--- config.mk ---
export PLATFORM = sky130hd
export DESIGN_NAME = alu_exec_unit_flat
export DESIGN_NICKNAME = d
export VERILOG_FILES = /design/src/rtl/alu_exec_unit_if.sv /design/src/rtl/alu_exec_unit.sv /design/src/flat_wrapper.sv
export SDC_FILE = /design/constraint.sdc
export NUM_CORES = 1
export LEC_CHECK = 0
export ABC_AREA = 0
export CORE_AREA = 2 2 226 117
export CTS_CLUSTER_SIZE = 8
export DETAILED_ROUTE_END_ITERATION = 7
export DIE_AREA = 0 0 228 119
export SYNTH_ARGS = -nofsm -noshare
export SYNTH_HDL_FRONTEND = slang
export SYNTH_SLANG_ARGS = --single-unit
--- constraint.sdc ---
create_clock -name clk -period 5.6 [get_ports clk]
set_clock_uncertainty 0.05 [all_clocks]
set_input_delay 1.12 -clock clk [delete_from_list [all_inputs] [get_ports clk]]
set_output_delay 1.12 -clock clk [all_outputs]
set_load 0.03 [all_outputs]
--- src/rtl/alu_exec_unit_if.sv ---
// Request/response bundle for alu_exec_unit.
//   master : drives start, aluop, functioncode, shamt, a, b
//            observes result, zero, overflow, illegal, busy, done
//   slave  : the execution unit side (directions mirrored)
interface alu_exec_unit_if #(
    parameter int unsigned WIDTH = 32,
    parameter int unsigned SHW   = 5
);
    logic             start;
    logic [1:0]       aluop;
    logic [5:0]       functioncode;
    logic [SHW-1:0]   shamt;
    logic [WIDTH-1:0] a;
    logic [WIDTH-1:0] b;
    logic [WIDTH-1:0] result;
    logic             zero;
    logic             overflow;
    logic             illegal;
    logic             busy;
    logic             done;

    modport master (
        output start, aluop, functioncode, shamt, a, b,
        input  result, zero, overflow, illegal, busy, done
    );

    modport slave (
        input  start, aluop, functioncode, shamt, a, b,
        output result, zero, overflow, illegal, busy, done
    );
endinterface

--- src/rtl/alu_exec_unit.sv ---
// MIPS-style ALU execution unit with a bit-serial shifter.
// Ports:
//   clk   : rising-edge clock
//   reset : synchronous active-high reset
//   bus   : alu_exec_unit_if.slave (request operands in, registered result out)
// Single-cycle ops complete one cycle after accept; sll/srl take one cycle per
// shifted bit in SHIFT before DONE. A start in DONE is accepted back-to-back.
module alu_exec_unit #(
    parameter int unsigned WIDTH = 32,
    parameter int unsigned SHW   = 5
) (
    input  logic          clk,
    input  logic          reset,
    alu_exec_unit_if.slave bus
);
    localparam int unsigned MSB = WIDTH - 1;

    typedef enum logic [1:0] {
        S_IDLE  = 2'd0,
        S_SHIFT = 2'd1,
        S_DONE  = 2'd2
    } state_e;

    typedef enum logic [3:0] {
        OP_ADD, OP_SUB, OP_AND, OP_OR, OP_NOR, OP_SLT, OP_SLL, OP_SRL, OP_ILL
    } op_e;

    state_e           state_q;
    logic [WIDTH-1:0] result_q;
    logic             zero_q;
    logic             overflow_q;
    logic             illegal_q;
    logic             busy_q;
    logic             done_q;
    logic [WIDTH-1:0] shreg_q;
    logic [SHW-1:0]   cnt_q;
    logic             dir_right_q;

    op_e              op_c;
    logic [WIDTH-1:0] sum_c;
    logic [WIDTH-1:0] diff_c;
    logic [WIDTH-1:0] alu_res_c;
    logic             alu_ovf_c;
    logic             is_shift_c;
    logic [WIDTH-1:0] shift_nxt_c;
    logic             accept_c;

    // Decode aluop/funct into an operation.
    always_comb begin
        op_c = OP_ILL;
        case (bus.aluop)
            2'b00: op_c = OP_ADD;
            2'b01: op_c = OP_SUB;
            2'b10: begin
                case (bus.functioncode)
                    6'b000000: op_c = OP_SLL;
                    6'b000010: op_c = OP_SRL;
                    6'b100000: op_c = OP_ADD;
                    6'b100010: op_c = OP_SUB;
                    6'b100100: op_c = OP_AND;
                    6'b100101: op_c = OP_OR;
                    6'b100111: op_c = OP_NOR;
                    6'b101010: op_c = OP_SLT;
                    default:   op_c = OP_ILL;
                endcase
            end
            default: op_c = OP_ILL;
        endcase
    end

    // Single-cycle result for the incoming request; shifts with shamt=0 pass b.
    always_comb begin
        sum_c     = bus.a + bus.b;
        diff_c    = bus.a - bus.b;
        alu_res_c = '0;
        alu_ovf_c = 1'b0;
        case (op_c)
            OP_ADD: begin
                alu_res_c = sum_c;
                alu_ovf_c = (bus.a[MSB] == bus.b[MSB]) && (sum_c[MSB] != bus.a[MSB]);
            end
            OP_SUB: begin
                alu_res_c = diff_c;
                alu_ovf_c = (bus.a[MSB] != bus.b[MSB]) && (diff_c[MSB] != bus.a[MSB]);
            end
            OP_AND:  alu_res_c = bus.a & bus.b;
            OP_OR:   alu_res_c = bus.a | bus.b;
            OP_NOR:  alu_res_c = ~(bus.a | bus.b);
            OP_SLT:  alu_res_c = WIDTH'($signed(bus.a) < $signed(bus.b));
            OP_SLL,
            OP_SRL:  alu_res_c = bus.b;
            default: alu_res_c = '0;
        endcase
    end

    always_comb begin
        accept_c    = bus.start && (state_q != S_SHIFT);
        is_shift_c  = ((op_c == OP_SLL) || (op_c == OP_SRL)) && (bus.shamt != '0);
        shift_nxt_c = dir_right_q ? (shreg_q >> 1) : (shreg_q << 1);
    end

    // State, shifter and registered outputs.
    always_ff @(posedge clk) begin
        if (reset) begin
            state_q     <= S_IDLE;
            result_q    <= '0;
            zero_q      <= 1'b1;
            overflow_q  <= 1'b0;
            illegal_q   <= 1'b0;
            busy_q      <= 1'b0;
            done_q      <= 1'b0;
            shreg_q     <= '0;
            cnt_q       <= '0;
            dir_right_q <= 1'b0;
        end else begin
            done_q <= 1'b0;
            case (state_q)
                S_SHIFT: begin
                    shreg_q <= shift_nxt_c;
                    cnt_q   <= cnt_q - SHW'(1);
                    // Last bit shifted this cycle: publish directly.
                    if (cnt_q == SHW'(1)) begin
                        state_q    <= S_DONE;
                        busy_q     <= 1'b0;
                        done_q     <= 1'b1;
                        result_q   <= shift_nxt_c;
                        zero_q     <= (shift_nxt_c == '0);
                        overflow_q <= 1'b0;
                        illegal_q  <= 1'b0;
                    end
                end
                default: begin
                    if (accept_c) begin
                        if (is_shift_c) begin
                            state_q     <= S_SHIFT;
                            busy_q      <= 1'b1;
                            shreg_q     <= bus.b;
                            cnt_q       <= bus.shamt;
                            dir_right_q <= (op_c == OP_SRL);
                        end else begin
                            state_q    <= S_DONE;
                            done_q     <= 1'b1;
                            result_q   <= alu_res_c;
                            zero_q     <= (alu_res_c == '0);
                            overflow_q <= alu_ovf_c;
                            illegal_q  <= (op_c == OP_ILL);
                        end
                    end else begin
                        state_q <= S_IDLE;
                    end
                end
            endcase
        end
    end

    assign bus.result   = result_q;
    assign bus.zero     = zero_q;
    assign bus.overflow = overflow_q;
    assign bus.illegal  = illegal_q;
    assign bus.busy     = busy_q;
    assign bus.done     = done_q;

endmodule

--- src/flat_wrapper.sv ---
// flat-port wrapper written by rule: the top's interface ports become plain ports
module alu_exec_unit_flat 
#(
    parameter int unsigned WIDTH = 32,
    parameter int unsigned SHW   = 5
)
  (clk, reset, bus_start, bus_aluop, bus_functioncode, bus_shamt, bus_a, bus_b, bus_result, bus_zero, bus_overflow, bus_illegal, bus_busy, bus_done);
  alu_exec_unit_if #(.WIDTH(WIDTH), .SHW(SHW)) bus_i ();
  input  logic clk;
  input  logic reset;
  input wire logic [$bits(bus_i.start)-1:0] bus_start;
  input wire logic [$bits(bus_i.aluop)-1:0] bus_aluop;
  input wire logic [$bits(bus_i.functioncode)-1:0] bus_functioncode;
  input wire logic [$bits(bus_i.shamt)-1:0] bus_shamt;
  input wire logic [$bits(bus_i.a)-1:0] bus_a;
  input wire logic [$bits(bus_i.b)-1:0] bus_b;
  output wire logic [$bits(bus_i.result)-1:0] bus_result;
  output wire logic [$bits(bus_i.zero)-1:0] bus_zero;
  output wire logic [$bits(bus_i.overflow)-1:0] bus_overflow;
  output wire logic [$bits(bus_i.illegal)-1:0] bus_illegal;
  output wire logic [$bits(bus_i.busy)-1:0] bus_busy;
  output wire logic [$bits(bus_i.done)-1:0] bus_done;
  assign bus_i.start = bus_start;
  assign bus_i.aluop = bus_aluop;
  assign bus_i.functioncode = bus_functioncode;
  assign bus_i.shamt = bus_shamt;
  assign bus_i.a = bus_a;
  assign bus_i.b = bus_b;
  assign bus_result = bus_i.result;
  assign bus_zero = bus_i.zero;
  assign bus_overflow = bus_i.overflow;
  assign bus_illegal = bus_i.illegal;
  assign bus_busy = bus_i.busy;
  assign bus_done = bus_i.done;
  alu_exec_unit #(.WIDTH(WIDTH), .SHW(SHW)) u_core (.clk(clk), .reset(reset), .bus(bus_i));
endmodule
==> run metrics, run 1 <==
cell area power density 176.4 nW/um2; Peak Freq roughly 180 MHz; clk buf depth 2; via count 11400; number of synthesized flops with an enable pin 0; number of synthesized register bits 77; via/cell ratio 6.076; area share of the largest cell type after synthesis 16.04%; total number of yosys warnings 0; Clk Latency, worst-skew pair 360 ps; Fin Hold WS about 400 ps; Hold Buf Count CTS 0; Area contributors post-synth dfxtp_1, ha_1, a21oi_1; Congestion Overflow GR 0; PnR worst setup slack 135.6 ps; Sw Ratio a little under 40%; clock share of power 28.6%; root buf cell clkbuf_16; floorplan row count 42; initial antenna violation count 1; io pins 117; 1st-pass router iterations 6; post-CTS setup repair buffer count 0; Syn Nets 1546; commonest cells in the synthesized netlist nand2_1, nor2_1, a21oi_1; status finished, final reports clean; number of library cell types mapped by synthesis 77; P_sw 852.2 uW; RSZ-0062 raised after global routing no; global-route usage over all layers 30.67%; share of total power in sequential cells 27.0%; instance count of the mapped netlist roughly 1300; Final Setup Violations 0; Die Ht 119 um; Max IR drop VDD 0.1604 mV; core footprint 25540 um2; CTS Buf Count 9; Final ANT Viol Nets 0; Cell Area, Synth roughly 9600 um2; Final Hold Vio Count 0; Final Cycle Share 97.58%; most instantiated library cell after synthesis nand2_1; post-route insts no fill 1877; Layout area overhead 28.08%; final wirelength 42680 um; chip width 228 um; area leader, netlist dfxtp_1; layout cells sized above 1 between 10% and 20%; Nets between 1500 and 2000; Max FO, Critical Path 10; CP startpoint kind primary input; Async SR Flop Fraction 0%; CTS tree yes; sequential element share of the synthesized area approximately 16%; main flop type after synthesis dfxtp_1; WL/cell 22.74 um; worst setup slack after placement -101.9 ps; Slew @ Worst Pin approximately 1000 ps; hpwl dp 33430 um; Lkg Pwr 5.071 nW; final slew viol count 0; Placed Cells about 1900; Filler Cells Inserted 2669; Sink Count 77; vias in the first global route 10340; fin crit period 5464 ps; total die area 27130 um2; Slew Limit Headroom 31.04%; CTS resizes 0; largest net degree at the start of global routing 71; Worst Setup Path Type primary input to flip-flop; Initial DRC Count 1650; cell internal pwr 1.320 mW; mean area per synthesized cell 7.124 um2; # H-tree levels 3; Critical Path AT 5690 ps; CP required 5830 ps; Max-Cap Viols 0; Port-buffer cells approximately 120; Final TNS setup 0 ps; ant diodes 0; first-pass GRT wire length 63880 um; Residual DRC 0; Worst setup EP type flip-flop; Initial Util 37.63%; HP Class flip-flop to flip-flop; Clk pin slew, worst setup/hold paths 60 ps; Final GP Congestion 1.007; logic gate share of total power 44.4%
sequential cells by signal (all words and copies together), names as in the netlist, 2 cells and up:
name               count
u_core.state_q         2
u_core.cnt_q           5
u_core.bus.result     32
u_core.shreg_q        32
worst max-delay path: stages:
cell	delay, ps
clkdlybuf4s50_1	620
inv_1	100
ha_1	460
nor3b_1	210
nor3_1	310
o211ai_1	280
a31o_2	270
a31oi_1	350
o221a_2	270
o21ai_0	230
a211o_1	320
or4b_1	480
or4_1	500
o31ai_2	180
per-stage QoR:
step | instance area, um2 | power (mW) | util (%)
after CTS | 12280 | 2.148 | 48.09
after floorplan | 9610 | 1.099 | -
after global routing | 12310 | 2.267 | 48.20
final | 12310 | 2.172 | 48.20
after detailed placement | 11980 | 1.524 | 46.89
after global placement | 11980 | 1.528 | 46.89
placed cells by master (no fill, tap or decap), drive strengths merged, types with 15 or more instances in the layout:
cell,synthesis,layout
nor2b,15,15
clkdlybuf4s50,0,115
nand2b,20,20
nor2,127,127
and2,15,15
a221oi,21,21
buf,9,134
o31ai,16,16
a21oi,119,119
nor3,49,49
ha,115,115
xnor2,16,16
o21ai,50,50
a211oi,43,43
nor4,19,19
mux2i,30,30
nand2,141,141
nand3,25,25
dfxtp,77,77
inv,99,101
power groups by stage:
| stage | Clock (mW) | Combinational [mW] | Sequential, mW |
|---|---|---|---|
| 2_1_floorplan | 0 | 0.465 | 0.634 |
| 3_3_place_gp | 0 | 0.928 | 0.599 |
| 3_5_place_dp | 0 | 0.925 | 0.599 |
| 4_1_cts | 0.630 | 0.932 | 0.587 |
| 5_1_grt | 0.649 | 1.03 | 0.589 |
| 6_report | 0.621 | 0.964 | 0.587 |
cell families after synthesis:
| group | Yosys count | synth area share [%] |
|---|---|---|
| adder cells (fa/ha/maj) | 117 | 15.39 |
| XOR/XNOR | 21 | 1.914 |
| AO/OA/AOI/OAI | 437 | 32.05 |
| AND/OR/NAND/NOR | 475 | 23.59 |
| flip-flops | 77 | 16.04 |
| buffers and inverters | 188 | 7.421 |
| multiplexers | 34 | 3.593 |
routing by layer:
layer | vias up | track usage [%] | wire length [um]
met5 | - | 0 | 0
met4 | 0 | 5.556 | 721
met3 | 55 | 10.13 | 5347
met2 | 688 | 41.48 | 16320
met1 | 5337 | 46.32 | 20300
li1 | 5324 | - | -
final timing paths:
kind | slack (ps) | end | depth (start not counted) | from
worst max register to register | 2230 | u_core.bus.zero | 12 | u_core.state_q[1]
worst min register to register | 400 | u_core.bus.result[5] | 2 | u_core.bus.result[5]
worst max-delay path | 140 | u_core.bus.zero | 14 | bus_b[16]
worst min-delay path | 400 | u_core.bus.result[5] | 2 | u_core.bus.result[5]
area by class of cell:
| cell class | instances | area [um2] | share of cell area (%) |
|---|---|---|---|
| multi-input cells | 1084 | 7418 | 60.27 |
| clock inverters | 7 | 81.33 | 0.6607 |
| flip-flops and latches | 77 | 1543 | 12.53 |
| well taps | 352 | 440.4 | 3.578 |
| inverters | 99 | 371.6 | 3.019 |
| repair buffers | 249 | 2230 | 18.11 |
| clock buffers | 9 | 225.2 | 1.830 |
Power figures use the tool's default switching activity.
==> run 2, diff against run 1 <==
CELL_PAD_IN_SITES_DETAIL_PLACEMENT = 0   (was not set)
CELL_PAD_IN_SITES_GLOBAL_PLACEMENT = 1   (was not set)
PLACE_DENSITY_LB_ADDON = 0.1   (was not set)
==> run metrics, run 2 (synthesized netlist as in run 1, its figures left out) <==
logic gate share of total power 44.5%; clk buf depth 2; Slew Limit Headroom 44.81%; crit-path cells clkdlybuf4s50_1 > inv_1 > ha_1 > inv_1 > o31ai_1 > buf_4 > a22oi_1 > nand3_1 > a21oi_1 > o21ai_1 > mux2_2 > or4b_1 > or4b_1 > or4_1 > o31ai_2; # H-tree levels 3; io pins approximately 120; final slew viol count 0; largest net degree at the start of global routing 71; placed inst area 12040 um2; Clk pin slew, worst setup/hold paths 60 ps; Clk Latency, worst-skew pair 360 ps; buffer and inverter count on the worst path 4; Lkg Pwr 5.127 nW; Max IR drop VDD between 0.15 and 0.2 mV; via count 11520; Nets between 1500 and 2000; final wirelength 44610 um; Port-buffer cells roughly 120; RSZ-0062 raised after global routing no; Worst Setup Path Type primary input to flip-flop; Max FO, Critical Path 7; first-pass GRT wire length 65760 um; Final Setup Violations 0; CTS Buf Count 9; cell area power density 176.2 nW/um2; status finished, final reports clean; Residual DRC 0; Metal-1 WL 21540 um; Final Hold Vio Count 0; Worst path slowest cell clkdlybuf4s50_1; Final ANT Viol Nets 0; cell internal pwr 1.333 mW; Die Ht ~120 um; Placed Cells 1878; delay-heaviest family, CP simple AND/OR/NAND/NOR gates; Max-Cap Viols 0; Initial DRC Count 1612; share of total power in sequential cells 26.9%; commonest non-fill, non-tap cell in the layout buf_4; Sink Count a little under 80; Layout area overhead 28.59%; Critical Path AT 5670 ps; CP startpoint kind primary input; core footprint 25540 um2; layout cells sized above 1 12.91%; Peak Freq 183.4 MHz; met2 wire len 17150 um; hpwl dp 35340 um; vias in the first global route 10210; commonest cells after routing, fill and taps aside buf_4, nand2_1, nor2_1; design area 12360 um2; chip width 228 um; global-route usage over all layers 31.92%; top layer in use met4; WL met3 5261 um; post-route insts no fill 1895; Worst setup EP type flip-flop; CP required 5820 ps; Congestion Overflow GR 0; Initial Util 37.63%; Crit path largest cell delay 530 ps; 1st-pass router iterations 6; Final GP Congestion around 0.98; initial antenna violation count 0; fin crit period approximately 5500 ps; Slew @ Worst Pin 827.8 ps; via/cell ratio just over 6; floorplan row count 42; total die area 27130 um2; clock share of power 28.6%; root buf cell clkbuf_16; HP Class flip-flop to flip-flop; CTS tree yes; Final Cycle Share ~97%; Sw Ratio a little under 40%; P_sw 844.5 uW; WL/cell approximately 24 um
[run 2: path summary, 6_finish.rpt]
kind | from | to | slack [ps] | depth (start not counted)
setup / recovery | bus_a[8] | u_core.bus.zero | 150 | 15
hold / removal | u_core.bus.result[8] | u_core.bus.result[8] | 400 | 2
setup reg to reg | u_core.state_q[1] | u_core.bus.zero | 2170 | 11
hold reg to reg | u_core.bus.result[8] | u_core.bus.result[8] | 400 | 2
[run 2: through the flow]
step	power (mW)	hold slack [ps]	setup TNS [ps]	utilization (%)	worst slack, ps
2_1_floorplan	1.099	407.5	0	-	564.2
3_3_place_gp	1.541	391.5	-146.6	47.16	-146.6
3_5_place_dp	1.536	394.4	-188.0	47.16	-188.0
4_1_cts	2.160	401.9	0	48.37	169.4
5_1_grt	2.271	419.3	0	48.38	13.89
6_report	2.178	396.7	0	48.39	148.6
[run 2: area by class of cell]
type	count	area, um2
multi-input cells	1084	7396
clock inverters	6	71.32
clock buffers	10	239.0
repair buffers	266	2295
diodes	1	2.502
inverters	99	371.6
fillers	2669	13180
flip-flops and latches	77	1543
well taps	352	440.4
[run 2: per-layer routing]
| metal | track usage (%) | vias to the layer above |
|---|---|---|
| li1 | - | 5367 |
| met1 | 49.42 | 5442 |
| met2 | 43.22 | 659 |
| met3 | 9.004 | 51 |
| met4 | 4.902 | 0 |
| met5 | 0.3676 | - |
[run 2: timing repair]
item	CTS	global route
setup buffers	0	0
endpoints found under the setup margin	0	1
resized for setup	0	2
hold buffers	0	0
endpoints found under the hold margin	0	0
[run 2: power groups by stage]
stage | Combinational (mW) | Clock [mW] | Sequential, mW
after floorplan | 0.465 | 0 | 0.634
after global routing | 1.03 | 0.651 | 0.588
final | 0.969 | 0.623 | 0.586
after detailed placement | 0.938 | 0 | 0.598
after CTS | 0.944 | 0.630 | 0.586
after global placement | 0.942 | 0 | 0.598
[run 2: tightest hold or removal path: stages (launching register included)]
cell and delay [ps]:
dfxtp_1 310, nand2_1 50, a21oi_1 50
